==> src/rtl/dsp_file_arbiter_if.sv <==
`default_nettype none
// ============================================================================
// Module   : dsp_file_arbiter_if
// Brief    : Engine and file-controller bus shared through dsp_file_arbiter.
// Revision : 1.0
// ============================================================================
interface dsp_file_arbiter_if #(
  parameter int NUM_ENG = 2
);
  logic [NUM_ENG-1:0]    eng_req;
  logic [NUM_ENG-1:0]    eng_done;
  logic [8*NUM_ENG-1:0]  eng_file_num;
  logic [NUM_ENG-1:0]    eng_file_read;
  logic [NUM_ENG-1:0]    eng_file_write;
  logic [32*NUM_ENG-1:0] eng_file_write_data;
  logic [NUM_ENG-1:0]    eng_enable;
  logic [NUM_ENG-1:0]    eng_file_active;
  logic [7:0]            file_num;
  logic                  file_read;
  logic                  file_write;
  logic [31:0]           file_write_data;
  logic                  file_active;
  logic [NUM_ENG-1:0]    grant;
  logic                  busy;
  logic                  timeout_err;
  logic                  interrupt;

  modport slave (
    input  eng_req, eng_done, eng_file_num, eng_file_read, eng_file_write,
           eng_file_write_data, file_active,
    output eng_enable, eng_file_active, file_num, file_read, file_write,
           file_write_data, grant, busy, timeout_err, interrupt
  );

  modport master (
    output eng_req, eng_done, eng_file_num, eng_file_read, eng_file_write,
           eng_file_write_data, file_active,
    input  eng_enable, eng_file_active, file_num, file_read, file_write,
           file_write_data, grant, busy, timeout_err, interrupt
  );
endinterface
`default_nettype wire

==> src/rtl/dsp_file_arbiter.sv <==
`default_nettype none
// ============================================================================
// Module   : dsp_file_arbiter
// Brief    : Round-robin owner of the DSP file-controller port with watchdog.
// Revision : 1.0
// ============================================================================
module dsp_file_arbiter #(
  parameter int NUM_ENG = 2,
  parameter int TIMEOUT = 65535,
  parameter int TW      = 16
) (
  input  logic              wb_clk,
  input  logic              wb_rst_n,
  dsp_file_arbiter_if.slave bus
);
  localparam int                 IW        = (NUM_ENG > 1) ? $clog2(NUM_ENG) : 1;
  localparam logic [IW-1:0]      LAST_INIT = IW'(NUM_ENG - 1);
  localparam logic [TW-1:0]      WD_LIMIT  = TW'(TIMEOUT - 1);
  localparam logic [NUM_ENG-1:0] ONE_HOT0  = NUM_ENG'(1);

  typedef enum logic [1:0] {
    ST_IDLE    = 2'd0,
    ST_BUSY    = 2'd1,
    ST_RELEASE = 2'd2
  } state_t;

  state_t             state_q;
  logic [NUM_ENG-1:0] grant_q;
  logic [NUM_ENG-1:0] enable_q;
  logic [IW-1:0]      gidx_q;
  logic [IW-1:0]      last_q;
  logic [TW-1:0]      wd_q;
  logic               busy_q;
  logic               timeout_err_q;
  logic               interrupt_q;

  logic               w_found;
  logic [IW-1:0]      w_sel;
  logic [IW-1:0]      w_idx;
  logic               w_route;
  int                 w_j;

  // First requester after the last-served engine, wrapping around.
  always_comb begin
    w_found = 1'b0;
    w_sel   = '0;
    w_idx   = '0;
    w_j     = 0;
    for (int k = 1; k <= NUM_ENG; k++) begin
      w_j = int'(last_q) + k;
      if (w_j >= NUM_ENG) w_j = w_j - NUM_ENG;
      w_idx = IW'(w_j);
      if (!w_found && bus.eng_req[w_idx]) begin
        w_found = 1'b1;
        w_sel   = w_idx;
      end
    end
  end

  always_ff @(posedge wb_clk or negedge wb_rst_n) begin
    if (!wb_rst_n) begin
      state_q       <= ST_IDLE;
      grant_q       <= '0;
      enable_q      <= '0;
      gidx_q        <= '0;
      last_q        <= LAST_INIT;
      wd_q          <= '0;
      busy_q        <= 1'b0;
      timeout_err_q <= 1'b0;
      interrupt_q   <= 1'b0;
    end else begin
      timeout_err_q <= 1'b0;
      interrupt_q   <= 1'b0;
      case (state_q)
        ST_IDLE: begin
          if (w_found) begin
            grant_q  <= ONE_HOT0 << w_sel;
            enable_q <= ONE_HOT0 << w_sel;
            gidx_q   <= w_sel;
            wd_q     <= '0;
            busy_q   <= 1'b1;
            state_q  <= ST_BUSY;
          end
        end
        ST_BUSY: begin
          // Done is tested first so a simultaneous expiry is not an error.
          if (bus.eng_done[gidx_q]) begin
            interrupt_q <= 1'b1;
            enable_q    <= '0;
            state_q     <= ST_RELEASE;
          end else if (wd_q == WD_LIMIT) begin
            timeout_err_q <= 1'b1;
            enable_q      <= '0;
            state_q       <= ST_RELEASE;
          end else begin
            wd_q <= wd_q + 1'b1;
          end
        end
        ST_RELEASE: begin
          if (!bus.file_active) begin
            last_q  <= gidx_q;
            grant_q <= '0;
            wd_q    <= '0;
            busy_q  <= 1'b0;
            state_q <= ST_IDLE;
          end
        end
        default: state_q <= ST_IDLE;
      endcase
    end
  end

  assign w_route = (state_q == ST_BUSY) || (state_q == ST_RELEASE);

  // Address and data stay on the port during RELEASE; strobes do not.
  assign bus.file_num        = w_route ? bus.eng_file_num[gidx_q*8 +: 8] : 8'd0;
  assign bus.file_write_data = w_route ? bus.eng_file_write_data[gidx_q*32 +: 32] : 32'd0;
  assign bus.file_read       = (state_q == ST_BUSY) && bus.eng_file_read[gidx_q];
  assign bus.file_write      = (state_q == ST_BUSY) && bus.eng_file_write[gidx_q];
  assign bus.eng_file_active = w_route ? (grant_q & {NUM_ENG{bus.file_active}}) : '0;
  assign bus.eng_enable      = enable_q;
  assign bus.grant           = grant_q;
  assign bus.busy            = busy_q;
  assign bus.timeout_err     = timeout_err_q;
  assign bus.interrupt       = interrupt_q;
endmodule
`default_nettype wire
==> src/flat_wrapper.sv <==
// flat-port wrapper written by rule: the top's interface ports become plain ports
module dsp_file_arbiter_flat 
#(
  parameter int NUM_ENG = 2,
  parameter int TIMEOUT = 65535,
  parameter int TW      = 16
)
  (wb_clk, wb_rst_n, bus_eng_req, bus_eng_done, bus_eng_file_num, bus_eng_file_read, bus_eng_file_write, bus_eng_file_write_data, bus_file_active, bus_eng_enable, bus_eng_file_active, bus_file_num, bus_file_read, bus_file_write, bus_file_write_data, bus_grant, bus_busy, bus_timeout_err, bus_interrupt);
  dsp_file_arbiter_if #(.NUM_ENG(NUM_ENG)) bus_i ();
  input  logic wb_clk;
  input  logic wb_rst_n;
  input wire logic [$bits(bus_i.eng_req)-1:0] bus_eng_req;
  input wire logic [$bits(bus_i.eng_done)-1:0] bus_eng_done;
  input wire logic [$bits(bus_i.eng_file_num)-1:0] bus_eng_file_num;
  input wire logic [$bits(bus_i.eng_file_read)-1:0] bus_eng_file_read;
  input wire logic [$bits(bus_i.eng_file_write)-1:0] bus_eng_file_write;
  input wire logic [$bits(bus_i.eng_file_write_data)-1:0] bus_eng_file_write_data;
  input wire logic [$bits(bus_i.file_active)-1:0] bus_file_active;
  output wire logic [$bits(bus_i.eng_enable)-1:0] bus_eng_enable;
  output wire logic [$bits(bus_i.eng_file_active)-1:0] bus_eng_file_active;
  output wire logic [$bits(bus_i.file_num)-1:0] bus_file_num;
  output wire logic [$bits(bus_i.file_read)-1:0] bus_file_read;
  output wire logic [$bits(bus_i.file_write)-1:0] bus_file_write;
  output wire logic [$bits(bus_i.file_write_data)-1:0] bus_file_write_data;
  output wire logic [$bits(bus_i.grant)-1:0] bus_grant;
  output wire logic [$bits(bus_i.busy)-1:0] bus_busy;
  output wire logic [$bits(bus_i.timeout_err)-1:0] bus_timeout_err;
  output wire logic [$bits(bus_i.interrupt)-1:0] bus_interrupt;
  assign bus_i.eng_req = bus_eng_req;
  assign bus_i.eng_done = bus_eng_done;
  assign bus_i.eng_file_num = bus_eng_file_num;
  assign bus_i.eng_file_read = bus_eng_file_read;
  assign bus_i.eng_file_write = bus_eng_file_write;
  assign bus_i.eng_file_write_data = bus_eng_file_write_data;
  assign bus_i.file_active = bus_file_active;
  assign bus_eng_enable = bus_i.eng_enable;
  assign bus_eng_file_active = bus_i.eng_file_active;
  assign bus_file_num = bus_i.file_num;
  assign bus_file_read = bus_i.file_read;
  assign bus_file_write = bus_i.file_write;
  assign bus_file_write_data = bus_i.file_write_data;
  assign bus_grant = bus_i.grant;
  assign bus_busy = bus_i.busy;
  assign bus_timeout_err = bus_i.timeout_err;
  assign bus_interrupt = bus_i.interrupt;
  dsp_file_arbiter #(.NUM_ENG(NUM_ENG), .TIMEOUT(TIMEOUT), .TW(TW)) u_core (.wb_clk(wb_clk), .wb_rst_n(wb_rst_n), .bus(bus_i));
endmodule
==> config.mk <==
export PLATFORM = sky130hd
export DESIGN_NAME = dsp_file_arbiter_flat
export DESIGN_NICKNAME = d
export VERILOG_FILES = /design/src/rtl/dsp_file_arbiter_if.sv /design/src/rtl/dsp_file_arbiter.sv /design/src/flat_wrapper.sv
export SDC_FILE = /design/constraint.sdc
export NUM_CORES = 1
export LEC_CHECK = 0
export ABC_CLOCK_PERIOD_IN_PS = 2500
export BUFFER_PORTS_ARGS = -buffer_cell sky130_fd_sc_hd__buf_2
export CAP_MARGIN = 15
export CORE_UTILIZATION = 40
export CTS_CLUSTER_SIZE = 24
export DETAILED_ROUTE_END_ITERATION = 10
export HOLD_SLACK_MARGIN = 0.06
export PLACE_DENSITY = 0.71
export SKIP_LAST_GASP = 1
export SYNTH_ARGS = -nofsm -noshare
export SYNTH_HDL_FRONTEND = slang
export SYNTH_SLANG_ARGS = --single-unit
==> constraint.sdc <==
create_clock -name wb_clk -period 2.5 [get_ports wb_clk]
set_input_delay 0.375 -clock wb_clk [delete_from_list [all_inputs] [get_ports wb_clk]]
set_output_delay 0.375 -clock wb_clk [all_outputs]
set_load 0.005 [all_outputs]
==> run metrics, run 1 <==
Remaining DRCs 0; Post-CTS Setup Inserts 0; via-per-instance ratio ~5.3; per-instance average area after synthesis 9.01 sq um; endpoint kind of the worst setup timing path register; Avg WL per Cell 14.6 microns; Yosys warning count 0; worst voltage drop across the vdd grid approximately 0.80 mV; setup slack of the most critical reg-to-reg path around 0.4 ns; delay of the slowest cell on the worst path about 0.38 ns; Max Cap Viol 0; source-to-sink clock delay at the later pin of the worst-skew pair roughly 0.27 ns; Sinks on Clock Net 27; core region area between 0.005 and 0.006 sq mm; path type of the worst min-delay path in -> async; post-synthesis sequential area ratio 28.4%; DRT Wirelength 6930 microns; DR iter-0 viols 151; number of buffers inserted by hold repair at cts 0; overall routing resource usage about a fifth; Worst R2R End u_core.wd_q[9]$_DFFE_PN0P_; Tmin final approximately 2.1 ns; RSZ-0062 raised after global routing no; pin slew with the least headroom to its limit 0.621 ns; total die area around 0.0063 sq mm; layout filler cell count 522; leakage power figure 1.74 nW; Synth Cell Area 0.00239 sq mm; launching point of the worst reg2reg path u_core.state_q[0]$_DFFE_PN0P_; number of antenna violations at the first check in global routing 0; count of cell types in the netlist 55; pin count of the biggest net entering global routing 43; chip width 79.3 microns; most frequently used flop master after synthesis dfrtp_1; count of mapped cells out of synthesis between 200 and 300; CTS tree yes; slowest CP cell dfrtp_1; n_diodes 0; setup slack after placement around 0.43 ns; upper clock frequency limit 476 MHz; TritonCTS Buffers 3; Remaining Overflow, GRT 0; run status finished clean; clock transition at the registers of the reported paths about 0.090 ns; buffer levels on the longest clock path 2; cell row count 27; final setup violation count 0; Initial Util between 40 and 50%; wire length of the first global-routing pass 10800 microns; Final Hold Fails 0; number of enable flip-flop cells after synthesis 0; Root Driver clkbuf_8; most area-consuming cells after synthesis dfrtp_1 (27%), mux2i_1 (18%), nor2b_1 (12%); crit path kind reg -> reg; share of layout cells above drive strength 1 41.0%; area delta synth->final 33.6%; fin crit share 83.9%; critical path required time around 2.7 ns; post-cts resize count 0; number of nets in the synthesized netlist between 300 and 400; clock skew between 0.005 and 0.006 ns; count of final max-slew check failures 0; cell chain of the critical path inv_1, ha_1, a21oi_1, nand2_1, buf_4, a21o_1, a211o_1; library cell with the largest summed area after synthesis dfrtp_1; Worst Path Max Fanout 9; via count of the first global-routing pass roughly 2300; register bit total from synthesis 27; share of Yosys cell area claimed by the top area cell type a little over a quarter; most repeated cell in the gate-level netlist after synthesis nor2b_1; arrival time worst endpoint roughly 2.3 ns; top cells by count, synth nor2b_1 (44), mux2i_1 (43), dfrtp_1 (26); placer's final routability congestion estimate ~0.85; final cell utilization of the core 56.6%; Pre-antenna DRT Iters 4; fraction of registers with async set or reset after synthesis between 90% and 100%; maximum level of the CTS H-tree 1; number of cell instances on the worst register-to-register path 7; nets@finish 500; CP startpoint kind register; vias 2524; input/output buffers ~140; worst relative slew slack between 50% and 60%; die outline height ~79 microns; Sum Neg Setup Slack 0 ns; Power Dens Cells 930 mW/mm^2; Final HPWL DP approximately 5500 microns; least setup slack across all paths after layout 0.401 ns; number of nets still failing antenna checks after routing 0; I/O pins about 140
power breakdown:
| part | total [W] | leakage (nW) | internal, W | switching [W] |
|---|---|---|---|---|
| clock | 0.000252 | 0.0228 | 0.000114 | 0.000138 |
| sequential | 0.000610 | 0.356 | 0.000531 | 0.0000786 |
| combinational | 0.00210 | 1.37 | 0.00101 | 0.00109 |
| total | 0.00297 | 1.74 | 0.00166 | 0.00131 |
state kept, by name, summed over array words and instances, names as in the netlist:
register and count:
u_core.bus.timeout_err 1, u_core.state_q 2, u_core.wd_q 16, u_core.bus.busy 1, u_core.bus.interrupt 1, u_core.last_q 1, u_core.bus.eng_enable 2, u_core.gidx_q 1
u_core.bus.grant 2
area by class of cell:
class,count,area [sq um],share of cell area (%)
clock buffer,4,45.0,1.41
tap,72,90.1,2.82
timing repair buffer,149,766,24.0
sequential,27,678,21.3
inverter,8,30.0,0.941
multi-input combinational,214,1580,49.6
through the flow:
stage	cell area [sq um]	total power [W]	hold WS, ns	cells
2_1_floorplan	2390	0.00198	0.0794	265
3_3_place_gp	3150	0.00268	0.425	470
3_5_place_dp	3150	0.00272	0.438	470
4_1_cts	3190	0.00298	0.134	474
5_1_grt	3190	0.00321	0.155	474
6_report	3190	0.00297	0.105	474
worst max-delay path: cells and delay by family (launching register included):
family | cells | cell delay (ns)
simple gates | 1 | 0.25
compound gates | 3 | 0.76
flops | 1 | 0.38
buf+inv | 2 | 0.33
fa+ha+maj | 1 | 0.28
logic make-up (layout without fill, tap and decap cells):
kind of cell    count (synthesis)  after routing  synth area share (%)
compound gates                 42             42                  13.4
buf+inv                        24            161                  5.40
simple gates                  122            122                  30.7
mux                            44             44                  19.0
fa+ha+maj                       6              6                  3.14
flops                          27             27                  28.4
how the worst max path moves through the flow:
stage / start / slack, ns / cells past startpoint / endpoint
floorplan: u_core.state_q[1]$_DFFE_PN0P_ / 0.67 / 7 / u_core.wd_q[15]$_DFFE_PN0P_
global placement: u_core.state_q[0]$_DFFE_PN0P_ / 0.48 / 7 / u_core.wd_q[13]$_DFFE_PN0P_
detailed placement: u_core.state_q[0]$_DFFE_PN0P_ / 0.43 / 7 / u_core.wd_q[13]$_DFFE_PN0P_
CTS: u_core.state_q[0]$_DFFE_PN0P_ / 0.40 / 7 / u_core.wd_q[13]$_DFFE_PN0P_
global route: u_core.state_q[0]$_DFFE_PN0P_ / 0.19 / 7 / u_core.wd_q[11]$_DFFE_PN0P_
finish: u_core.state_q[0]$_DFFE_PN0P_ / 0.40 / 7 / u_core.wd_q[9]$_DFFE_PN0P_
per-layer routing:
layer,global-route usage [%],vias up,wire (microns)
met2,36.6,90,3380
met3,2.41,6,442
li1,-,1250,-
met5,0,-,0
met4,4.00,0,52
met1,29.0,1178,3050
cell usage in the layout (no fill, tap or decap), types with 8 or more instances in the layout:
cell,count
buf_2,141
buf_4,8
dfrtp_1,25
inv_1,8
mux2i_1,43
nand2_1,23
nand3_1,14
nor2b_1,44
Power figures use the tool's default switching activity.
==> inputs of run 2 (changes only) <==
- ABC_CLOCK_PERIOD_IN_PS: 2500 -> 1920
- PLACE_DENSITY: 0.71 -> 0.74
- clock period: 2.5 -> 1.92 ns (I/O delays scaled with it)
==> run 2 against run 1 <==
Clock skew is 0.0037 ns higher. Power is 44% higher. Sequential power is 32% higher. Non-clock buffer count is 13 higher. Design area is 5.4% higher. Clock power is 31% higher. Register-to-register slack worse by 0.35 ns. Combinational power is 50% higher.
==> run metrics, run 2 (same netlist as run 1, synthesis figures left out) <==
Largest delay share family, worst path simple AND/OR/NAND/NOR gates; run status finished clean; die outline height 79.3 microns (unchanged); Root Driver clkbuf_8; setup slack after placement -0.0247 ns (-0.451 ns); Remaining Overflow, GRT 0 (unchanged); number of cell instances on the worst register-to-register path 7 (unchanged); logic depth of the worst setup path including buffers 7 (unchanged); Remaining DRCs 0 (unchanged); endpoint kind of the worst setup timing path register; number of nets still failing antenna checks after routing 0 (unchanged); worst relative slew slack 58.9% (+0.28 points); cell row count 27 (unchanged); total buffers and inverters traversed by the critical path 2 (unchanged); fin crit share 97.3% (+13 points); Biggest register u_core.wd_q; critical path required time 2.14 ns (-0.53 ns); TritonCTS Buffers 3 (unchanged); count of final max-slew check failures 0 (unchanged); core region area 0.00564 sq mm (unchanged); delay of the slowest cell on the worst path 0.53 ns (+0.15 ns); n_diodes 0 (unchanged); Final Hold Fails 0 (unchanged); pin count of the biggest net entering global routing 44 (+2.3%); vias 2601 (+3.1%); I/O pins 142 (unchanged); leakage power figure 1.82 nW (+4.4%); slowest CP cell or4_1; max FFs per register 16 (unchanged); buffer levels on the longest clock path 2 (unchanged); launching point of the worst reg2reg path u_core.state_q[0]$_DFFE_PN0P_; cell chain of the critical path inv_2, ha_2, a21oi_2, buf_4, nand4_1, or4_1, nand3_1; crit path kind reg -> reg; Worst R2R End u_core.wd_q[12]$_DFFE_PN0P_; arrival time worst endpoint 2.08 ns (-0.19 ns); CP startpoint kind register; CTS tree yes; Avg WL per Cell 15.4 microns (+5.4%); total die area 0.00628 sq mm (unchanged); clock transition at the registers of the reported paths 0.10 ns (about the same); maximum level of the CTS H-tree 1 (unchanged); share of layout cells above drive strength 1 44.6% (+3.5 points); wire length of the first global-routing pass 11100 microns (+2.8%); number of antenna violations at the first check in global routing 0 (unchanged); Sum Neg Setup Slack 0 ns (unchanged); path type of the worst min-delay path in -> reg; cell count of the worst hold path 2; layout filler cell count 505 (-3.3%); Final HPWL DP 5800 microns (+5.2%); clock skew 0.00883 ns (+0.00371 ns); DR iter-0 viols 200 (+32%); DRT Wirelength 7510 microns (+8.3%); input/output buffers 141 (unchanged); upper clock frequency limit 535 MHz (+12%); most frequent standard cell in the layout excluding fill and tap cells buf_2; overall routing resource usage 21.8% (+0.48 points); final setup violation count 0 (unchanged); chip width 79.3 microns (unchanged); Sinks on Clock Net 27 (unchanged); via count of the first global-routing pass 2386 (+6.0%); area delta synth->final 40.8%; pin slew with the least headroom to its limit 0.617 ns (-0.00418 ns); nets@finish 513 (+2.6%); worst min-delay path endpoint u_core.last_q$_DFFE_PN1P_; Initial Util 42.3% (unchanged); source-to-sink clock delay at the later pin of the worst-skew pair 0.27 ns (about the same); Power Dens Cells 1270 mW/mm^2 (+37%); commonest non-fill, non-tap cells in the layout buf_2 (141), nor2b_1 (44), mux2i_1 (43), dfrtp_1 (25), nand2_1 (22); via-per-instance ratio 5.34 (+0.30%); Worst Path Max Fanout 5 (-4); Tmin final 1.87 ns (-0.231 ns); setup slack of the most critical reg-to-reg path 0.05 ns (-0.35 ns); worst voltage drop across the vdd grid 1.46 mV (+82%); least setup slack across all paths after layout 0.0520 ns (-0.349 ns); startpoint of the worst hold path bus_file_active; Max Cap Viol 0 (unchanged); Pre-antenna DRT Iters 4 (unchanged); placer's final routability congestion estimate 0.849 (-0.23%)
-- run 2: how the worst max path moves through the flow --
| stage | startpoint | end | slack (ns) |
|---|---|---|---|
| 6_report | u_core.state_q[0]$_DFFE_PN0P_ | u_core.wd_q[12]$_DFFE_PN0P_ | 0.05 |
| 5_1_grt | u_core.wd_q[0]$_DFFE_PN0P_ | u_core.bus.eng_enable[0]$_DFFE_PN0P_ | -0.03 |
| 4_1_cts | u_core.state_q[0]$_DFFE_PN0P_ | u_core.wd_q[13]$_DFFE_PN0P_ | -0.03 |
| 3_5_place_dp | u_core.state_q[0]$_DFFE_PN0P_ | u_core.wd_q[9]$_DFFE_PN0P_ | -0.02 |
| 3_3_place_gp | u_core.state_q[0]$_DFFE_PN0P_ | u_core.wd_q[9]$_DFFE_PN0P_ | 0.10 |
| 2_1_floorplan | u_core.state_q[1]$_DFFE_PN0P_ | u_core.wd_q[15]$_DFFE_PN0P_ | 0.09 |
-- run 2: power breakdown --
| part | total, W | internal [W] | switching, W |
|---|---|---|---|
| combinational | 0.00314 | 0.00161 | 0.00154 |
| sequential | 0.000806 | 0.000692 | 0.000114 |
| clock | 0.000330 | 0.000149 | 0.000181 |
| total | 0.00428 | 0.00245 | 0.00183 |
-- run 2: per-layer routing --
layer	vias up	part of all wire (%)	GRT usage, %	routed length (microns)
li1	1278	-	-	-
met1	1210	42	26.4	3120
met2	105	51	40.0	3850
met3	8	6.2	3.79	462
met4	0	1.1	4.73	82
met5	-	0	0	0
-- run 2: per-stage QoR --
stage / area (sq um) / hold WS [ns] / cells / total power, W / util [%]
detailed placement: 3240 / 0.346 / 479 / 0.00374 / 57.4
floorplan: 2390 / -0.00759 / 265 / 0.00258 / -
finish: 3360 / 0.252 / 487 / 0.00428 / 59.6
global placement: 3240 / 0.340 / 479 / 0.00367 / 57.4
global route: 3360 / 0.271 / 487 / 0.00460 / 59.6
CTS: 3300 / 0.226 / 484 / 0.00407 / 58.4
-- run 2: cell type report --
class / count / area [sq um] / share of cell area (%)
repair buffers: 162 / 908 / 27.0
well taps: 72 / 90.1 / 2.68
multi-input cells: 214 / 1610 / 47.9
clock buffers: 4 / 45.0 / 1.34
inverters: 8 / 30.0 / 0.893
flip-flops and latches: 27 / 678 / 20.2
-- run 2: what timing repair did --
| action | in CTS | in global routing |
|---|---|---|
| setup endpoints to repair | 4 | 50 |
| cloned | 0 | 1 |
| setup buffers | 0 | 2 |
| hold buffers | 1 | 0 |
| pin swaps | 0 | 3 |
| resized for setup | 1 | 9 |
| endpoints found under the hold margin | 26 | 0 |
